[src/rtl/button_conditioner.sv]
// Input conditioning for the pet controller: 2-FF sync, debounce, press pulses and test-entry gesture decoding.
// Build option: define GIRO_DEBOUNCE_EN to debounce the tilt switch like the buttons.
module button_conditioner #(
  parameter int unsigned DEBOUNCE_CYCLES    = 50000,
  parameter int unsigned LONG_PRESS_CYCLES  = 150000000,
  parameter int unsigned TEST_WINDOW_CYCLES = 75000000
) (
  input  logic       clk,
  input  logic       rst,
  input  logic       btn_sleep_raw,
  input  logic       btn_awake_raw,
  input  logic       btn_feed_raw,
  input  logic       btn_play_raw,
  input  logic       btn_test_raw,
  input  logic       giro_raw,
  output logic       sleep_pulse,
  output logic       awake_pulse,
  output logic       feed_pulse,
  output logic       play_pulse,
  output logic       giro_level,
  output logic       test_req,
  output logic [3:0] pulse_test,
  output logic       pulse_test_valid
);

  localparam int unsigned NRAW    = 6;
  localparam int unsigned CH_TEST = 4;
  localparam int unsigned CH_GIRO = 5;
`ifdef GIRO_DEBOUNCE_EN
  localparam int unsigned NDB = 6;
`else
  localparam int unsigned NDB = 5;
`endif
  localparam int unsigned DB_W   = (DEBOUNCE_CYCLES    > 1) ? $clog2(DEBOUNCE_CYCLES)    : 1;
  localparam int unsigned HOLD_W = (LONG_PRESS_CYCLES  > 1) ? $clog2(LONG_PRESS_CYCLES)  : 1;
  localparam int unsigned WIN_W  = (TEST_WINDOW_CYCLES > 1) ? $clog2(TEST_WINDOW_CYCLES) : 1;
  localparam logic [3:0]  COUNT_MAX = 4'd9;

  typedef enum logic [1:0] {
    S_IDLE,
    S_HOLD,
    S_WAIT_REL,
    S_COLLECT
  } state_t;

  logic [NRAW-1:0] w_raw;
  logic [NRAW-1:0] r_sync1;
  logic [NRAW-1:0] r_sync2;
  logic [NDB-1:0]  r_stable;
  logic [NDB-1:0]  w_toggle;
  logic [DB_W-1:0] r_db_cnt [NDB];
  logic [3:0]      r_stable_d;
  logic [3:0]      r_pulse;

  assign w_raw = {giro_raw, btn_test_raw, btn_play_raw, btn_feed_raw, btn_awake_raw, btn_sleep_raw};

  // Two-flop synchroniser on every raw input
  always_ff @(posedge clk or posedge rst) begin
    if (rst) begin
      r_sync1 <= '0;
      r_sync2 <= '0;
    end else begin
      r_sync1 <= w_raw;
      r_sync2 <= r_sync1;
    end
  end

  // A channel toggles once its mismatch has persisted for the full debounce time
  always_comb begin
    w_toggle = '0;
    for (int c = 0; c < int'(NDB); c++) begin
      w_toggle[c] = (r_sync2[c] != r_stable[c]) &&
                    (r_db_cnt[c] == DB_W'(DEBOUNCE_CYCLES - 1));
    end
  end

  always_ff @(posedge clk or posedge rst) begin
    if (rst) begin
      r_stable <= '0;
      for (int c = 0; c < int'(NDB); c++) r_db_cnt[c] <= '0;
    end else begin
      for (int c = 0; c < int'(NDB); c++) begin
        if (r_sync2[c] == r_stable[c]) begin
          r_db_cnt[c] <= '0;
        end else if (w_toggle[c]) begin
          r_stable[c] <= ~r_stable[c];
          r_db_cnt[c] <= '0;
        end else begin
          r_db_cnt[c] <= r_db_cnt[c] + DB_W'(1);
        end
      end
    end
  end

  // Rising-edge pulses for the four command buttons
  always_ff @(posedge clk or posedge rst) begin
    if (rst) begin
      r_stable_d <= '0;
      r_pulse    <= '0;
    end else begin
      r_stable_d <= r_stable[3:0];
      r_pulse    <= r_stable[3:0] & ~r_stable_d;
    end
  end

  assign sleep_pulse = r_pulse[0];
  assign awake_pulse = r_pulse[1];
  assign feed_pulse  = r_pulse[2];
  assign play_pulse  = r_pulse[3];

`ifdef GIRO_DEBOUNCE_EN
  assign giro_level = r_stable[CH_GIRO];
`else
  assign giro_level = r_sync2[CH_GIRO];
`endif

  // Test gesture decoder; edges are taken as the stable level flips so timers start on that edge
  logic              w_test_rise;
  logic              w_test_fall;
  state_t            r_state,      w_state;
  logic [HOLD_W-1:0] r_hold_cnt,   w_hold_cnt;
  logic [WIN_W-1:0]  r_win_cnt,    w_win_cnt;
  logic [3:0]        r_count,      w_count;
  logic [3:0]        r_pulse_test, w_pulse_test;
  logic              r_test_req,   w_test_req;
  logic              r_valid,      w_valid;

  assign w_test_rise = w_toggle[CH_TEST] & ~r_stable[CH_TEST];
  assign w_test_fall = w_toggle[CH_TEST] &  r_stable[CH_TEST];

  always_ff @(posedge clk or posedge rst) begin
    if (rst) begin
      r_state      <= S_IDLE;
      r_hold_cnt   <= '0;
      r_win_cnt    <= '0;
      r_count      <= '0;
      r_pulse_test <= '0;
      r_test_req   <= 1'b0;
      r_valid      <= 1'b0;
    end else begin
      r_state      <= w_state;
      r_hold_cnt   <= w_hold_cnt;
      r_win_cnt    <= w_win_cnt;
      r_count      <= w_count;
      r_pulse_test <= w_pulse_test;
      r_test_req   <= w_test_req;
      r_valid      <= w_valid;
    end
  end

  always_comb begin
    w_state      = r_state;
    w_hold_cnt   = r_hold_cnt;
    w_win_cnt    = r_win_cnt;
    w_count      = r_count;
    w_pulse_test = r_pulse_test;
    w_test_req   = 1'b0;
    w_valid      = 1'b0;
    case (r_state)
      S_IDLE: begin
        if (w_test_rise) begin
          w_state    = S_HOLD;
          w_hold_cnt = '0;
        end
      end
      S_HOLD: begin
        if (r_hold_cnt == HOLD_W'(LONG_PRESS_CYCLES - 1)) begin
          w_test_req   = 1'b1;
          w_pulse_test = '0;
          w_hold_cnt   = '0;
          w_state      = S_WAIT_REL;
        end else if (w_test_fall) begin
          w_hold_cnt = '0;
          w_state    = S_IDLE;
        end else begin
          w_hold_cnt = r_hold_cnt + HOLD_W'(1);
        end
      end
      S_WAIT_REL: begin
        // Level rather than edge: the release may coincide with long-press recognition
        if (!r_stable[CH_TEST]) begin
          w_count   = '0;
          w_win_cnt = '0;
          w_state   = S_COLLECT;
        end
      end
      S_COLLECT: begin
        if (w_test_rise) begin
          w_count   = (r_count == COUNT_MAX) ? COUNT_MAX : r_count + 4'd1;
          w_win_cnt = '0;
        end else if (r_win_cnt == WIN_W'(TEST_WINDOW_CYCLES - 1)) begin
          if (r_count != 4'd0) begin
            w_pulse_test = r_count;
            w_valid      = 1'b1;
          end
          w_count   = '0;
          w_win_cnt = '0;
          w_state   = S_IDLE;
        end else begin
          w_win_cnt = r_win_cnt + WIN_W'(1);
        end
      end
      default: begin
        w_state = S_IDLE;
      end
    endcase
  end

  assign test_req         = r_test_req;
  assign pulse_test       = r_pulse_test;
  assign pulse_test_valid = r_valid;

endmodule

[config.mk]
export PLATFORM = sky130hd
export DESIGN_NAME = button_conditioner
export DESIGN_NICKNAME = d
export VERILOG_FILES = /design/src/rtl/button_conditioner.sv
export SDC_FILE = /design/constraint.sdc
export NUM_CORES = 1
export LEC_CHECK = 0
export BUFFER_PORTS_ARGS = -buffer_cell sky130_fd_sc_hd__buf_2
export CAP_MARGIN = 20
export CORE_UTILIZATION = 49
export DETAILED_ROUTE_END_ITERATION = 7
export PLACE_DENSITY = 0.64
export SLEW_MARGIN = 20
export SYNTH_ARGS = -nofsm -noshare
export SYNTH_HDL_FRONTEND = slang
export SYNTH_SLANG_ARGS = --single-unit
[constraint.sdc]
create_clock -name clk -period 7.4 [get_ports clk]
set_input_delay 0.74 -clock clk [delete_from_list [all_inputs] [get_ports clk]]
set_output_delay 0.74 -clock clk [all_outputs]
set_load 0.005 [all_outputs]
==> key figures, run 1 <==
Synth
  – Post-synthesis simple-gate area fraction: between 20% and 30%
  – Xor/xnor share of the synthesized area: under 10%
  – Primary FF master, synth: dfrtp_1
  – Synth Area in Adders: 1.46%
  – FF+latch count, synth: 172
  – Largest family of logic cells by synthesized area: simple AND/OR/NAND/NOR gates
  – Gate Count Post-Synth: 893
  – Most common cell in the netlist: dfrtp_1
  – Syn Nets: 911
  – Async set-reset flop share out of synthesis: 100%
  – Post-synthesis sequential area ratio: 50.3%
  – Yosys top cell by area: dfrtp_1
  – Post-synthesis compound-gate area fraction: about 8.6%
  – Synthesized area: 8550 µm²
  – EDFF count, synth: 0
  – Area contributors post-synth: dfrtp_1 50%, xnor2_1 5.5%, nor2_1 5.4%
  – YS warnings: 0
  – Synthesized area per cell: ~9.6 µm²
  – Yosys top cell area share: just over 50%
  – Mux contribution to synthesized area: less than 1%
  – Count of different cell masters after synthesis: 61
  – Synth top cells by count: 172 x dfrtp_1, 122 x nor2_1, 73 x nand2_1

Worst setup path
  – Data required time of the critical path: ~7.7 ns
  – CP delay by family, top: compound AO/OA/AOI/OAI gates
  – CP Capture Type: register
  – Reg2reg start: r_db_cnt[12]
  – R2r endpoint: r_hold_cnt[12]
  – Most common cell on crit path: o21ba_2
  – CP cell instances: nor4b_1 -> nand4_2 -> o31a_1 -> o21ba_2 -> o21ba_2
  – Arr. time, crit path: around 3.2 ns
  – Setup slack, reg-to-reg: between 4 and 5 ns
  – Worst-path fanout max: 24
  – Critical path class: register to register
  – Buf+Inv Stages, Crit Path: 0
  – Crit-path max cell delay: 0.69 ns
  – R2R depth: 5
  – CP startpoint kind: register
  – CP max stage cell: o21ba_2

Timing
  – Max Fclk: 352 MHz
  – Worst-Margin Slew: 0.909 ns
  – Fin. max-slew vios: 0
  – Setup TNS: 0 ns
  – Tcrit/Tclk final: 38.4%
  – Slew headroom: 39.4%
  – Clk_skew: 0.00813 ns
  – Final Hold Viols: 0
  – Fin crit period: 2.84 ns
  – RSZ-0062 raised after global routing: no
  – Setup ws final: between 4 and 5 ns
  – Final setup vio count: 0
  – Hold Slack: 0.350 ns

Detailed routing
  – Vias: 6566
  – DR WL/cell: 15.1 µm
  – Initial drt markers: 378
  – Antenna-violating nets left: 0
  – Via density: 5.80
  – DRT Wirelength: 17100 µm
  – DR pass1 iterations: 6
  – Drt drc: 0

Run
  – Max-cap violations: 0

Floorplanning
  – Die W: 134 µm
  – DIE AREA: 18000 µm²
  – Height of the die: around 130 µm
  – Rows: 47
  – I/O pin cnt: 19
  – Initial Util: 50.9%
  – Core area: 16800 µm²

Min path
  – Hold Path Depth: 0
  – Worst Hold Launch: r_sync1[3]
  – Class of the worst hold path: register to register
  – Min-Delay Endpoint: r_sync2[3]

Layout
  – # fillers: between 1500 and 2000
  – Fin cells: approximately 1100
  – Layout Area Growth over Synthesis: 9.92%
  – Fin nets: 917
  – Finished Core Util: 55.9%
  – Final Cell Area: 9400 µm²
  – Layout cells sized above 1: 7.68%
  – Antenna cells: 0

Global routing
  – GRT overflow: 0
  – Antenna violations before repair: 0
  – Vias in the first global route: 6305
  – Total track usage: 20.3%
  – Largest net degree at the start of global routing: 107
  – First-pass GRT wire length: roughly 30000 µm

Clock network
  – Post-CTS Setup Bufs: 0
  – H-tree depth: 4
  – Cts bufs inserted: 17
  – CTS resizes: 0
  – Clk_lat worst skew: 0.43 ns
  – CTS tree: built
  – CTS max path bufs: 2
  – Clock-pin slew on the worst setup and hold paths: 0.07 ns
  – Post-CTS Hold Buffers: 0
  – Sink Count: 172
  – Clock tree root driver cell: clkbuf_16

Placement
  – Placed Cells: 1100
  – Pre-CTS setup slack: 4.65 ns
  – HPWL Detailed: 11400 µm
  – Placer Congestion: around 0.84
  – Placed inst area: around 8800 µm²
  – IO Port Bufs: 18

Power
  – Sw frac: 20.6%
  – Worst vdd ir: roughly 0.2 mV
  – Sequential fraction of design power: 49.2%
  – Logic pwr share: 2.2%
  – Pwr Total: 1.94 mW
  – Clock share of power: 48.6%
  – Cell-internal power: 1.54 mW
  – PwrDens: 207 nW/µm²
  – P_sw: about 400 µW
  – Leakage: 3.96 nW

Status
  – Status: complete, no violations
## cells in the final DEF, fill, tap and decap left out, types with 8 or more instances in the layout
cell,n
dfrtp_1,172
nor2_1,122
nand2_1,73
nand3_1,67
xnor2_1,54
inv_1,32
o21ai_0,31
a21oi_1,30
nand4_1,29
and3_1,26
xor2_1,26
or3_1,22
nor3_1,19
buf_2,18
clkbuf_16,17
nor4_1,15
or4_1,14
o31ai_1,12
ha_1,10
and4_1,9
nor2b_1,8
## sequential cells by signal (all words and copies together), names as in the netlist, named ones only
signal / count
r_state: 1
r_count: 4
r_hold_cnt: 28
r_win_cnt: 27
r_pulse: 4
pulse_test: 4
r_sync2: 6
pulse_test_valid: 1
r_sync1: 6
r_stable: 5
test_req: 1
r_db_cnt: 80
r_stable_d: 4
## cell families after synthesis
kind of cell,after synthesis
buffers and inverters,67
and+or+nand+nor,445
xor gates and xnor gates,80
adders and majority gates,10
muxes,5
AOI/OAI and AO/OA,114
DFF,172
## power groups by stage
stage / Sequential, mW / Combinational [mW] / Clock, mW
final: 0.957 / 0.0424 / 0.945
after global routing: 0.958 / 0.0503 / 1.00
after CTS: 0.957 / 0.0447 / 0.964
after detailed placement: 0.975 / 0.0444 / 0
after global placement: 0.974 / 0.0426 / 0
after floorplan: 0.973 / 0.0339 / 0
## worst reg2reg max path: cells and delay by family, from the launching register on
| kind | cells | cell delay [ns] |
|---|---|---|
| DFF | 1 | 0.43 |
| AOI/OAI and AO/OA | 3 | 1.52 |
| and+or+nand+nor | 2 | 0.78 |
## worst max-delay path by stage
stage                  start                          to  slack (ns)  cells past startpoint
3_5_place_dp   r_hold_cnt[9]              r_hold_cnt[12]        4.65                      5
3_3_place_gp    r_db_cnt[12]              r_hold_cnt[12]        4.74                      5
2_1_floorplan            rst  asynchronous set/reset pin        2.00                      1
6_report        r_db_cnt[12]              r_hold_cnt[12]        4.56                      5
4_1_cts         r_db_cnt[12]              r_hold_cnt[12]        4.60                      5
5_1_grt         r_db_cnt[12]              r_hold_cnt[12]        4.40                      5
## area by class of cell
class	instances	area, µm²	share of cell area (%)
sequential	172	4300	45.8
multi-input combinational	654	3960	42.1
clock buffer	22	464	4.94
tap	220	275	2.93
clock inverter	10	163	1.73
inverter	33	129	1.37
timing repair buffer	21	113	1.20
## per-layer routing
layer	vias up	global-route usage (%)	wire length, µm
met2	146	33.6	8340
li1	3178	-	-
met1	3222	26.5	7870
met5	-	0	0
met3	20	4.27	689
met4	0	6.99	240
(Power assumes the default switching activity.)
==> run 2, diff against run 1 <==
- ABC_AREA: unset -> 1
- clock period: 7.4 -> 2.97 ns (I/O delays scaled with it)
==> run 2 against run 1 <==
  * Critical path depth up 3
  * Final cell count up 38%
  * Largest power group unchanged
  * Clock skew up 0.0015 ns
  * Critical endpoint is now r_hold_cnt[25]
  * Critical path type unchanged
==> key figures, run 2 <==
Timing
  – Tcrit/Tclk final: 68.6%
  – Setup TNS: 0 ns
  – Final Hold Viols: 0
  – RSZ-0062 raised after global routing: no
  – Final setup vio count: 0
  – Slew headroom: 52.5%
  – Worst-Margin Slew: 0.706 ns
  – Setup ws final: 0.933 ns
  – Fin crit period: roughly 2 ns
  – Clk_skew: 0.00966 ns
  – Max Fclk: 491 MHz
  – Fin. max-slew vios: 0

Layout
  – Most frequent cells in the layout: 283 x nand2_1, 195 x nor2_1, 175 x inv_1, 172 x dfrtp_1, 104 x nand3_1
  – Register area: 4300 µm²
  – Finished Core Util: 56.1%
  – Layout cells sized above 1: 7.75%
  – Largest register FFs: 80
  – # fillers: 1716
  – Fin nets: 1309
  – Multi-input logic area: between 4000 and 5000 µm²
  – Final Cell Area: 10600 µm²
  – Antenna cells: 0
  – Layout Area Growth over Synthesis: 11.2%
  – Largest registers: r_db_cnt (80), r_hold_cnt (28), r_win_cnt (27)
  – Reg with most FFs: r_db_cnt
  – Commonest non-fill, non-tap cell in the layout: nand2_1

Status
  – Status: complete, no violations

Synth
  – Post-synthesis sequential area ratio: between 40% and 50%
  – Synthesized area per cell: 7.56 µm²
  – Synthesized area: 9500 µm²
  – YS warnings: 0
  – Count of different cell masters after synthesis: 46
  – FF+latch count, synth: 172
  – Yosys top cell by area: dfrtp_1
  – Syn Nets: 1274
  – EDFF count, synth: 0
  – Yosys top cell area share: about 45%
  – Most common cell in the netlist: nand2_1
  – Primary FF master, synth: dfrtp_1
  – Async set-reset flop share out of synthesis: 100%
  – Gate Count Post-Synth: 1256
  – Synth top cells by count: 283 x nand2_1, 195 x nor2_1, 176 x inv_1
  – Area contributors post-synth: dfrtp_1 45%, nand2_1 11%, nor2_1 7.7%

Power
  – Pwr Total: 4.76 mW
  – PwrDens: 450 nW/µm²
  – Cell-internal power: ~3.6 mW
  – Logic pwr share: 2.6%
  – Sequential fraction of design power: 50.0%
  – Sw frac: between 20% and 30%
  – P_sw: 1.15 mW
  – Leakage: 4.86 nW
  – Worst vdd ir: between 0.3 and 0.4 mV
  – Clock share of power: 47.4%

Clock network
  – Cts bufs inserted: 17
  – Clock-pin slew on the worst setup and hold paths: 0.07 ns
  – Sink Count: 172
  – Clk_lat worst skew: 0.43 ns
  – CTS resizes: 0
  – CTS max path bufs: 2
  – H-tree depth: 4
  – CTS tree: built
  – Clock tree root driver cell: clkbuf_16
  – Post-CTS Setup Bufs: 0

Min path
  – Class of the worst hold path: register to register

Global routing
  – Largest net degree at the start of global routing: 96
  – First-pass GRT wire length: about 35000 µm
  – Total track usage: about 22%
  – Vias in the first global route: roughly 7600
  – GRT overflow: 0
  – Antenna violations before repair: 0

Floorplanning
  – I/O pin cnt: 19
  – Die W: 141 µm
  – Core area: 18800 µm²
  – Height of the die: about 140 µm
  – DIE AREA: about 20000 µm²
  – Rows: 50
  – Initial Util: 50.5%

Worst setup path
  – Arr. time, crit path: 2.34 ns
  – Worst-path fanout max: 17
  – Critical path class: register to register
  – Data required time of the critical path: ~3.3 ns
  – CP startpoint kind: register
  – CP Capture Type: register

Placement
  – Pre-CTS setup slack: 0.963 ns
  – IO Port Bufs: 18
  – Placer Congestion: 0.938
  – Placed inst area: 9890 µm²
  – HPWL Detailed: about 14000 µm

Detailed routing
  – Vias: around 8000
  – DR WL/cell: 12.9 µm
  – DR pass1 iterations: 5
  – Via density: 5.14
  – DRT Wirelength: 20200 µm
  – Antenna-violating nets left: 0
  – Initial drt markers: 413
  – Drt drc: 0

Run
  – Max-cap violations: 0
-- run 2: cell types whose count changed in the layout (fill, tap and decap cells not counted), sizes merged, moves of 14 or more --
| cell | change |
|---|---|
| o21ai | +27 |
| xnor2 | -50 |
| inv | +155 |
| a21oi | -18 |
| nor2 | +82 |
| and3 | -25 |
| xor2 | +18 |
| nand2 | +213 |
| or4 | -14 |
| nor3 | +24 |
| nand3 | +39 |
| nand4 | +14 |
| or3 | -22 |
-- run 2: kinds of logic (layout without fill, tap and decap cells) --
logic type	Yosys count	after routing	share of synthesized area [%]
adder cells (fa/ha/maj)	10	10	1.32
flip-flops	172	172	45.3
buffers and inverters	201	249	8.43
AND/OR/NAND/NOR	719	719	33.5
XOR/XNOR	48	48	4.43
AO/OA/AOI/OAI	106	106	7.06
-- run 2: routing by layer --
| layer | track usage, % | wire, µm |
|---|---|---|
| met5 | 0 | 0 |
| met4 | 7.15 | 347 |
| met3 | 4.55 | 717 |
| met2 | 35.8 | 9460 |
| met1 | 29.5 | 9640 |
-- run 2: path summary, 6_finish.rpt --
path                             startpoint             end  slack, ns  cells after the start
worst max-delay path            r_db_cnt[0]  r_hold_cnt[25]       0.93                      8
worst min-delay path             r_sync1[2]      r_sync2[2]       0.35                      0
worst max register to register  r_db_cnt[0]  r_hold_cnt[25]       0.93                      8
worst min register to register   r_sync1[2]      r_sync2[2]       0.35                      0
max in group asynchronous               rst   pulse_test[1]       1.60                      4
min in group asynchronous               rst      r_sync1[2]       0.48                      3
-- run 2: what timing repair did --
action | CTS | global route
hold buffers | 7 | 0
endpoints found under the setup margin | 0 | 0
hold endpoints to repair | 27 | 0
-- run 2: area by class of cell --
class | instances | share of cell area, %
Sequential cell | 172 | 40.8
Tap cell | 260 | 3.08
Inverter | 187 | 6.73
Clock buffer | 17 | 4.03
Clock inverter | 15 | 1.68
Timing Repair Buffer | 30 | 2.11
Multi-Input combinational cell | 883 | 41.6
-- run 2: critical path: stages, from the launching register on --
cell and delay (ns):
dfrtp_1 0.35, ha_1 0.18, nand3_1 0.22, nor2_1 0.19, nand3_2 0.14, nor2_4 0.39
inv_2 0.22, nand4_1 0.13, o21ai_0 0.09
-- run 2: power by group through the flow --
stage | Clock [mW] | Combinational [mW] | Sequential, mW
finish | 2.25 | 0.123 | 2.38
global route | 2.43 | 0.148 | 2.38
CTS | 2.32 | 0.129 | 2.38
detailed placement | 0 | 0.122 | 2.43
global placement | 0 | 0.120 | 2.42
floorplan | 0 | 0.0831 | 2.42
-- run 2: stage by stage --
| stage | hold WS (ns) | std cells |
|---|---|---|
| 6_report | 0.351 | 1564 |
| 5_1_grt | 0.356 | 1564 |
| 4_1_cts | 0.353 | 1564 |
| 3_5_place_dp | 0.336 | 1525 |
| 3_3_place_gp | 0.334 | 1525 |
| 2_1_floorplan | 0.328 | 1256 |
